**config.mk**
```make
export PLATFORM = sky130hd
export DESIGN_NAME = hazard_ctrl
export DESIGN_NICKNAME = d
export VERILOG_FILES = /design/src/rtl/hazard_ctrl_pkg.sv /design/src/rtl/hazard_fwd_sel.sv /design/src/rtl/hazard_ctrl.sv
export SDC_FILE = /design/constraint.sdc
export NUM_CORES = 1
export LEC_CHECK = 0
export BUFFER_PORTS_ARGS = -buffer_cell sky130_fd_sc_hd__buf_2
export CAP_MARGIN = 20
export CORE_ASPECT_RATIO = 1.25
export CORE_MARGIN = 8
export CORE_UTILIZATION = 50
export DETAILED_ROUTE_END_ITERATION = 6
export PLACE_DENSITY = 0.73
export SYNTH_ARGS = -nofsm -noshare
export SYNTH_HDL_FRONTEND = slang
export SYNTH_SLANG_ARGS = --single-unit
```
**constraint.sdc**
```tcl
create_clock -name clk -period 4.7 [get_ports clk]
set_input_delay 0.47 -clock clk [delete_from_list [all_inputs] [get_ports clk]]
set_output_delay 0.47 -clock clk [all_outputs]
set_load 0.02 [all_outputs]
```
**src/rtl/hazard_ctrl_pkg.sv**
```systemverilog
// Shared pipeline definitions for the hazard controller: result kinds,
// forwarding-select codes, the "operand unused" tuse value and the stage record.
package hazard_ctrl_pkg;

    typedef enum logic [1:0] {
        KIND_NONE = 2'd0,
        KIND_ALU  = 2'd1,
        KIND_LINK = 2'd2,
        KIND_MEM  = 2'd3
    } kind_e;

    localparam logic [3:0] SEL_RF     = 4'd0;
    localparam logic [3:0] SEL_ALUC_M = 4'd1;
    localparam logic [3:0] SEL_PC4_M  = 4'd2;
    localparam logic [3:0] SEL_ALUC_W = 4'd3;
    localparam logic [3:0] SEL_DMRD_W = 4'd4;

    localparam logic [1:0] TUSE_UNUSED = 2'd3;

    typedef struct packed {
        logic [4:0] a3;
        kind_e      kind;
        logic [1:0] tnew;
        logic [4:0] rs;
        logic [4:0] rt;
    } stage_rec_t;

    // Cycles from entering E until the result exists in the pipeline.
    function automatic logic [1:0] tnew_init(input kind_e kind);
        logic [1:0] t;
        case (kind)
            KIND_ALU, KIND_LINK: t = 2'd1;
            KIND_MEM:            t = 2'd2;
            default:             t = 2'd0;
        endcase
        return t;
    endfunction

    function automatic logic [1:0] tnew_dec(input logic [1:0] t);
        return (t == 2'd0) ? 2'd0 : t - 2'd1;
    endfunction

endpackage

```
**src/rtl/hazard_fwd_sel.sv**
```systemverilog
// Forwarding-select for one source register: the younger M record wins over W;
// an M producer whose value is not yet ready blocks the stale W value.
module hazard_fwd_sel
    import hazard_ctrl_pkg::*;
(
    input  logic [4:0]  src_i,
    input  stage_rec_t  m_rec_i,
    input  stage_rec_t  w_rec_i,
    output logic [3:0]  sel_o
);

    logic [3:0] sel_s;
    logic       unused_fields_s;

    assign unused_fields_s = ^{m_rec_i.rs, m_rec_i.rt, w_rec_i.tnew, w_rec_i.rs, w_rec_i.rt};

    // Priority select: register 0 and a3==0 never match.
    always_comb begin
        sel_s = SEL_RF;
        if (src_i == 5'd0) begin
            sel_s = SEL_RF;
        end else if (m_rec_i.a3 == src_i) begin
            if (m_rec_i.tnew == 2'd0) begin
                case (m_rec_i.kind)
                    KIND_ALU:  sel_s = SEL_ALUC_M;
                    KIND_LINK: sel_s = SEL_PC4_M;
                    default:   sel_s = SEL_RF;
                endcase
            end else begin
                sel_s = SEL_RF;
            end
        end else if (w_rec_i.a3 == src_i) begin
            case (w_rec_i.kind)
                KIND_ALU, KIND_LINK: sel_s = SEL_ALUC_W;
                KIND_MEM:            sel_s = SEL_DMRD_W;
                default:             sel_s = SEL_RF;
            endcase
        end else begin
            sel_s = SEL_RF;
        end
    end

    assign sel_o = sel_s;

endmodule

```
**src/rtl/hazard_ctrl.sv**
```systemverilog
// Stall/forward controller for a 5-stage pipeline tracking E/M/W producer records.
// Optional HAZARD_STALL_STATS_EN adds a 32-bit stalled-cycle counter output.
module hazard_ctrl
    import hazard_ctrl_pkg::*;
(
    input  logic       clk,
    input  logic       reset_n,
    input  logic       d_valid,
    input  logic [4:0] d_rs,
    input  logic [4:0] d_rt,
    input  logic [1:0] d_tuse_rs,
    input  logic [1:0] d_tuse_rt,
    input  logic [4:0] d_a3,
    input  logic [1:0] d_kind,
    output logic       stall,
    output logic [3:0] fwd_rs_d,
    output logic [3:0] fwd_rt_d,
    output logic [3:0] fwd_rs_e,
    output logic [3:0] fwd_rt_e
`ifdef HAZARD_STALL_STATS_EN
    ,
    output logic [31:0] stall_cnt
`endif
);

    stage_rec_t e_q, m_q, w_q;
    stage_rec_t e_d, m_d, w_d;
    logic       stall_s;

    // Only the youngest matching producer decides; an older one is shadowed.
    function automatic logic src_stall(input logic [4:0] src, input logic [1:0] tuse,
                                       input logic [4:0] e_a3, input logic [1:0] e_tnew,
                                       input logic [4:0] m_a3, input logic [1:0] m_tnew);
        logic hit;
        if (tuse == TUSE_UNUSED || src == 5'd0) begin
            hit = 1'b0;
        end else if (e_a3 == src) begin
            hit = (e_tnew > tuse);
        end else if (m_a3 == src) begin
            hit = (m_tnew > tuse);
        end else begin
            hit = 1'b0;
        end
        return hit;
    endfunction

    assign stall_s = src_stall(d_rs, d_tuse_rs, e_q.a3, e_q.tnew, m_q.a3, m_q.tnew)
                   | src_stall(d_rt, d_tuse_rt, e_q.a3, e_q.tnew, m_q.a3, m_q.tnew);

    // Next-state of the stage records; a stall injects a bubble into E.
    always_comb begin
        e_d = '0;
        if (!stall_s) begin
            e_d.a3   = (d_valid && (d_kind != 2'd0)) ? d_a3 : 5'd0;
            e_d.kind = kind_e'(d_kind);
            e_d.tnew = tnew_init(kind_e'(d_kind));
            e_d.rs   = d_rs;
            e_d.rt   = d_rt;
        end else begin
            e_d = '0;
        end
        m_d      = e_q;
        m_d.tnew = tnew_dec(e_q.tnew);
        w_d      = m_q;
        w_d.tnew = tnew_dec(m_q.tnew);
    end

    // Stage record registers, cleared to bubbles asynchronously.
    always_ff @(posedge clk or negedge reset_n) begin
        if (!reset_n) begin
            e_q <= '0;
            m_q <= '0;
            w_q <= '0;
        end else begin
            e_q <= e_d;
            m_q <= m_d;
            w_q <= w_d;
        end
    end

    hazard_fwd_sel u_sel_rs_d (.src_i(d_rs),  .m_rec_i(m_q), .w_rec_i(w_q), .sel_o(fwd_rs_d));
    hazard_fwd_sel u_sel_rt_d (.src_i(d_rt),  .m_rec_i(m_q), .w_rec_i(w_q), .sel_o(fwd_rt_d));
    hazard_fwd_sel u_sel_rs_e (.src_i(e_q.rs), .m_rec_i(m_q), .w_rec_i(w_q), .sel_o(fwd_rs_e));
    hazard_fwd_sel u_sel_rt_e (.src_i(e_q.rt), .m_rec_i(m_q), .w_rec_i(w_q), .sel_o(fwd_rt_e));

    assign stall = stall_s;

`ifdef HAZARD_STALL_STATS_EN
    logic [31:0] stall_cnt_q;

    // Stalled-cycle counter, wraps at 2^32.
    always_ff @(posedge clk or negedge reset_n) begin
        if (!reset_n) begin
            stall_cnt_q <= 32'd0;
        end else if (stall_s) begin
            stall_cnt_q <= stall_cnt_q + 32'd1;
        end else begin
            stall_cnt_q <= stall_cnt_q;
        end
    end

    assign stall_cnt = stall_cnt_q;
`endif

endmodule

```
==> impl_metrics.py, run 1 <==
metrics = {
    "yosys": {
        "async_flop_share_pct": 100.0,
        "yosysSeqAreaShare_pct": 39.57,
        "ys_warn_count": 0,
        "synth_top_cell_area_share_pct": 39.57,
        "syn_avg_cell_area_um2": 10.34,
        "synth_edf_count": 0,
        "synth_seq_cells": 35,
        "synth_flop_cell": "dfrtp_1",
        "yosys.area.top_type": "dfrtp_1",
        "netlist_instances": 214,
        "synthDistinctLibCells": 31,
        "synthTopCellsByArea": "dfrtp_1 (40%), xnor2_1 (11%), xor2_1 (8.7%)",
        "netlist_area_um2": 2213,
    },
    "power": {
        "p_seq_share_pct": 50.0,
        "ir_drop_mv": 0.2394,
        "leakagePower_nw": 1.193,
        "switching_share_pct": 28.68,
        "combPwrFrac_pct": 22.1,
        "power.internal_uw": 499.2,
        "switchingPower_uw": 200.8,
        "power_frac_clock_pct": 27.8,
        "power_density_nw_per_um2": 281.0,
    },
    "routing": {
        "dr.pass1.iters": 4,
        "viasPerCell": 5.279,
        "wl_per_cell_um": 15.27,
        "drcViolationCount": 0,
        "drt_wl_total_mm": 4.764,
        "ant_nets": 0,
        "drtIter0Drc": 32,
        "routed-via-count": 1647,
    },
    "worst_setup_path": {
        "critPathKind": "reg -> out",
        "cp_max_fo": 20,
        "crit_chain": "ha_1, and2b_2, a2bb2oi_1, or3_1, o221a_4, or2_1, buf_2",
        "worst_setup_path_start_kind": "register",
        "reg2reg_to": "e_q[13]",
        "cp.required_ps": 4230,
        "slowest_delay_ps": 420,
        "r2r_cells": 6,
        "cp_slowest_cell": "dfrtp_1",
        "ff2ff_setup_slack_ps": 2620,
        "worst_setup_path_end_kind": "output pin",
        "critical_path_arrival_ps": 2450,
        "reg2reg_from": "e_q[11]",
    },
    "cells_and_area": {
        "final_common_cell": "buf_2",
        "final_layout_size_suffix_gt1_share_pct": 24.02,
        "area_growth_syn_to_layout_pct": 12.55,
        "fillers": 402,
        "seqCellArea_um2": 875.8,
        "final_nets": 288,
        "mostFrequentLayoutCells": "buf_2 (36), dfrtp_1 (35), xnor2_1 (28), xor2_1 (22), nor3_1 (19)",
        "n_antenna_cell": 0,
        "multi_input_area_um2": 1247,
    },
    "sta": {
        "hold_slack_ps": 247.1,
        "finalHoldViolations": 0,
        "relSlewSlack_pct": 51.42,
        "finalCritPeriodShare_pct": 62.19,
        "fmax_mhz": 342.1,
        "period_needed_ps": 2923,
        "finalSetupTns_ps": 0,
        "setup_viol": 0,
        "finalMaxSlewViolations": 0,
        "worst_slew_pin_slew_ps": 728.7,
        "rsz0062_at_grt": "no",
        "fin_skew_ps": 5.771,
    },
    "cts": {
        "cts_repair_resize_count": 0,
        "ctsHoldBuffers": 0,
        "ctsRootBufferMaster": "clkbuf_8",
        "clock_latency_ps": 280,
        "clk_pin_slew_worst_paths_ps": 60,
        "clk_path_buf_depth": 2,
        "cts_buffers": 5,
        "cts_tree": "done",
        "clock_sinks": 35,
        "postCtsSetupBuffers": 0,
        "htreeDepth": 2,
    },
    "run": {
        "cap_violations": 0,
    },
    "die": {
        "die_area_um2": 6825,
        "coreArea_um2": 4324,
        "initial_core_util_pct": 51.19,
        "die_x_um": 75.51,
        "fp.dieH_um": 90.39,
        "ios": 41,
        "rows": 27,
    },
    "global_routing": {
        "track_usage_pct": 15.25,
        "grt_max_degree": 36,
        "grt_pass1_wl_mm": 7.969,
        "antenna_found_initial": 0,
        "grt-ovfl-total": 0,
        "grt_pass1_vias": 1799,
    },
    "outcome": {
        "outcome": "finished, final reports clean",
    },
    "place": {
        "port_buffers": 36,
        "routabilityCongestion": 0.7938,
        "dp_hpwl_mm": 3.975,
    },
    "worst_hold_path": {
        "hold_class": "in -> async",
    },
}
-- per-layer routing --
layer  track usage [%]  wire (um)  vias up  part of all wire [%]
li1                  -          -      802                     -
met1             14.27       1716      789                    36
met2             28.59       2673       40                    56
met3             3.111        183       16                   3.8
met4             8.360        191        0                   4.0
met5                 0          0        -                     0
-- registers in the layout (all words and copies together) (netlist names) --
name / cells
m_q: 9
e_q: 19
w_q: 7
-- cells by family after synthesis --
kind of cell | Yosys count | share of synthesized area, %
XOR/XNOR | 50 | 19.79
other | 1 | 0.1694
adder cells (fa/ha/maj) | 11 | 6.218
buffers and inverters | 15 | 4.579
AO/OA/AOI/OAI | 20 | 6.784
AND/OR/NAND/NOR | 82 | 22.89
flip-flops | 35 | 39.57
-- worst max-delay path: cells and delay by family (launching register included) --
kind                     cells  cell delay [ps]
buffers and inverters        1              160
adder cells (fa/ha/maj)      1              310
flip-flops                   1              420
AO/OA/AOI/OAI                2              500
AND/OR/NAND/NOR              3              780
-- power by group through the flow --
stage | combinational [mW] | clock, mW | sequential, mW
floorplan | 0.112 | 0 | 0.349
global placement | 0.151 | 0 | 0.355
detailed placement | 0.156 | 0 | 0.356
CTS | 0.157 | 0.200 | 0.351
global route | 0.171 | 0.213 | 0.354
finish | 0.155 | 0.195 | 0.350
-- per-stage QoR --
| stage | instance area (um2) | worst slack [ps] | utilization (%) | power, mW | cells |
|---|---|---|---|---|---|
| 4_1_cts | 2491 | 1772 | 57.61 | 0.7074 | 312 |
| 3_3_place_gp | 2410 | 1931 | 55.73 | 0.5062 | 304 |
| 2_1_floorplan | 2225 | 2127 | - | 0.4612 | 217 |
| 3_5_place_dp | 2410 | 1875 | 55.73 | 0.5120 | 304 |
| 6_report | 2491 | 1777 | 57.61 | 0.6999 | 312 |
| 5_1_grt | 2491 | 1710 | 57.61 | 0.7376 | 312 |
-- worst max-delay path by stage --
stage | start | cells past startpoint | slack, ps | to
2_1_floorplan | d_tuse_rs[1] | 8 | 2130 | stall
3_3_place_gp | d_tuse_rs[1] | 9 | 1930 | stall
3_5_place_dp | d_tuse_rs[1] | 9 | 1880 | stall
4_1_cts | e_q[11] | 7 | 1770 | stall
5_1_grt | e_q[11] | 7 | 1710 | stall
6_report | e_q[11] | 7 | 1780 | stall
-- final cells by class --
class	instances	share of cell area (%)
timing repair buffer	37	7.534
multi-input combinational	167	50.08
clock inverter	1	0.2009
tap	58	2.913
inverter	7	1.055
sequential	35	35.16
clock buffer	7	3.064
-- Yosys cell counts (all sizes together), types with 7 or more instances --
cell,n
xnor2,28
xor2,22
a21oi,8
dfrtp,35
inv,7
nand2,15
nor3b,12
nand3,7
nor3,19
ha,11
buf,8
nor2,11
(Power assumes the default switching activity.)
==> inputs of run 2 (changes only) <==
--- a/config.mk
+++ b/config.mk
@@ -11,7 +11,7 @@
 export CORE_MARGIN = 8
 export CORE_UTILIZATION = 50
 export DETAILED_ROUTE_END_ITERATION = 6
-export PLACE_DENSITY = 0.73
+export PLACE_DENSITY = 0.76
 export SYNTH_ARGS = -nofsm -noshare
 export SYNTH_HDL_FRONTEND = slang
 export SYNTH_SLANG_ARGS = --single-unit
==> constraint.sdc (replaced) <==
create_clock -name clk -period 2.6 [get_ports clk]
set_input_delay 0.26 -clock clk [delete_from_list [all_inputs] [get_ports clk]]
set_output_delay 0.26 -clock clk [all_outputs]
set_load 0.02 [all_outputs]
==> run 2 against run 1 <==
Effect of this change:
- register-to-register slack worse by 2200 ps
- sequential power up 81%
- first-iteration DRC count up 34%
==> impl_metrics.py, run 2 (synthesis gave the netlist of run 1 again) <==
metrics = {
    "sta": {
        "period_needed_ps": 2519,
        "finalMaxSlewViolations": 0,
        "setup_ws_ps": 80.68,
        "fin_skew_ps": 11.37,
        "worst_slew_pin_slew_ps": 752.2,
        "setup_viol": 0,
        "hold_slack_ps": 35.72,
        "finalHoldViolations": 0,
        "rsz0062_at_grt": "no",
        "finalSetupTns_ps": 0,
        "fmax_mhz": 396.9,
        "finalCritPeriodShare_pct": 96.90,
        "relSlewSlack_pct": 49.86,
    },
    "routing": {
        "ant_nets": 0,
        "wl_per_cell_um": 15.72,
        "dr.pass1.iters": 4,
        "routed-via-count": 1617,
        "drtIter0Drc": 43,
        "drcViolationCount": 0,
        "viasPerCell": 5.166,
        "drt_wl_total_mm": 4.921,
    },
    "place": {
        "dp_slack_ps": 367.7,
        "dp_hpwl_mm": 3.973,
        "routabilityCongestion": 0.8206,
        "port_buffers": 36,
        "postPlaceCellArea_um2": 2417,
    },
    "power": {
        "ir_drop_mv": 0.3619,
        "leakagePower_nw": 1.205,
        "totalPowerFinal_mw": 1.317,
        "power_density_nw_per_um2": 524.2,
    },
    "worst_hold_path": {
        "hold_class": "in -> async",
    },
    "cts": {
        "htreeDepth": 2,
        "ctsRootBufferMaster": "clkbuf_8",
        "ctsHoldBuffers": 0,
        "cts_buffers": 5,
        "clock_latency_ps": 280,
        "cts_tree": "done",
        "postCtsSetupBuffers": 0,
        "clk_pin_slew_worst_paths_ps": 70,
        "clock_sinks": 35,
        "cts_repair_resize_count": 0,
        "clk_path_buf_depth": 2,
    },
    "global_routing": {
        "grt_max_degree": 36,
        "track_usage_pct": 15.68,
        "antenna_found_initial": 0,
        "grt-ovfl-total": 0,
        "grt_pass1_vias": 1782,
        "grt_pass1_wl_mm": 8.231,
    },
    "worst_setup_path": {
        "cp.required_ps": 2340,
        "worst_setup_path_start_kind": "register",
        "critPathKind": "reg -> out",
        "worst_setup_path_end_kind": "output pin",
        "critical_path_arrival_ps": 2260,
        "cp_max_fo": 4,
    },
    "run": {
        "cap_violations": 0,
    },
    "cells_and_area": {
        "largest_register": "e_q",
        "final_layout_size_suffix_gt1_share_pct": 24.71,
        "reg_top3": "e_q (19), m_q (9), w_q (7)",
        "area_growth_syn_to_layout_pct": 13.51,
        "n_antenna_cell": 0,
        "final_common_cell": "buf_2",
        "mostFrequentLayoutCells": "buf_2 (36), dfrtp_1 (35), xnor2_1 (28), xor2_1 (22), nor3_1 (19)",
        "stdcell_area_um2": 2512,
        "largest_reg_flops": 19,
        "final_nets": 289,
    },
    "die": {
        "ios": 41,
        "initial_core_util_pct": 51.19,
        "rows": 27,
        "coreArea_um2": 4324,
        "die_x_um": 75.51,
        "die_area_um2": 6825,
        "fp.dieH_um": 90.39,
    },
    "outcome": {
        "outcome": "finished, final reports clean",
    },
}
run 2: layer usage:
metal | GRT usage (%) | wire [um] | up-vias
met5 | 0 | 0 | -
met2 | 28.38 | 2655 | 46
met4 | 6.270 | 142 | 0
li1 | - | - | 801
met3 | 3.889 | 246 | 10
met1 | 16.14 | 1877 | 760
run 2: worst max-delay path, stage by stage, from the launching register on:
cell and delay (ps):
dfrtp_1 410, ha_1 290, and2b_2 200, a2bb2oi_1 130
or3_1 320, o221a_4 250, or2_1 220, buf_2 160
run 2: area by class of cell:
type	instances	area, um2
clock buffer	7	86.33
clock inverter	1	8.758
fill	399	1812
inverter	7	26.28
multi-input combinational	167	1247
sequential	35	875.8
tap	58	72.57
timing repair buffer	38	195.2
run 2: final timing paths:
kind	slack, ps	start	cells after the start	endpoint
worst max-delay path	80	e_q[11]	7	stall
worst min-delay path	40	reset_n	1	e_q[17]
worst max register to register	460	e_q[11]	7	e_q[6]
worst min register to register	350	e_q[12]	0	m_q[12]
max in group asynchronous	2070	reset_n	1	w_q[12]
min in group clk	180	d_a3[0]	3	e_q[14]
run 2: power breakdown:
group / leakage (nW) / internal (mW) / switching (mW)
Sequential: 0.439 / 0.584 / 0.0480
Combinational: 0.717 / 0.131 / 0.150
Clock: 0.0484 / 0.217 / 0.188
run 2: stage by stage:
| step | utilization, % | cells |
|---|---|---|
| after floorplan | - | 217 |
| after global placement | 55.90 | 305 |
| after detailed placement | 55.90 | 305 |
| after CTS | 58.10 | 313 |
| after global routing | 58.10 | 313 |
| final | 58.10 | 313 |
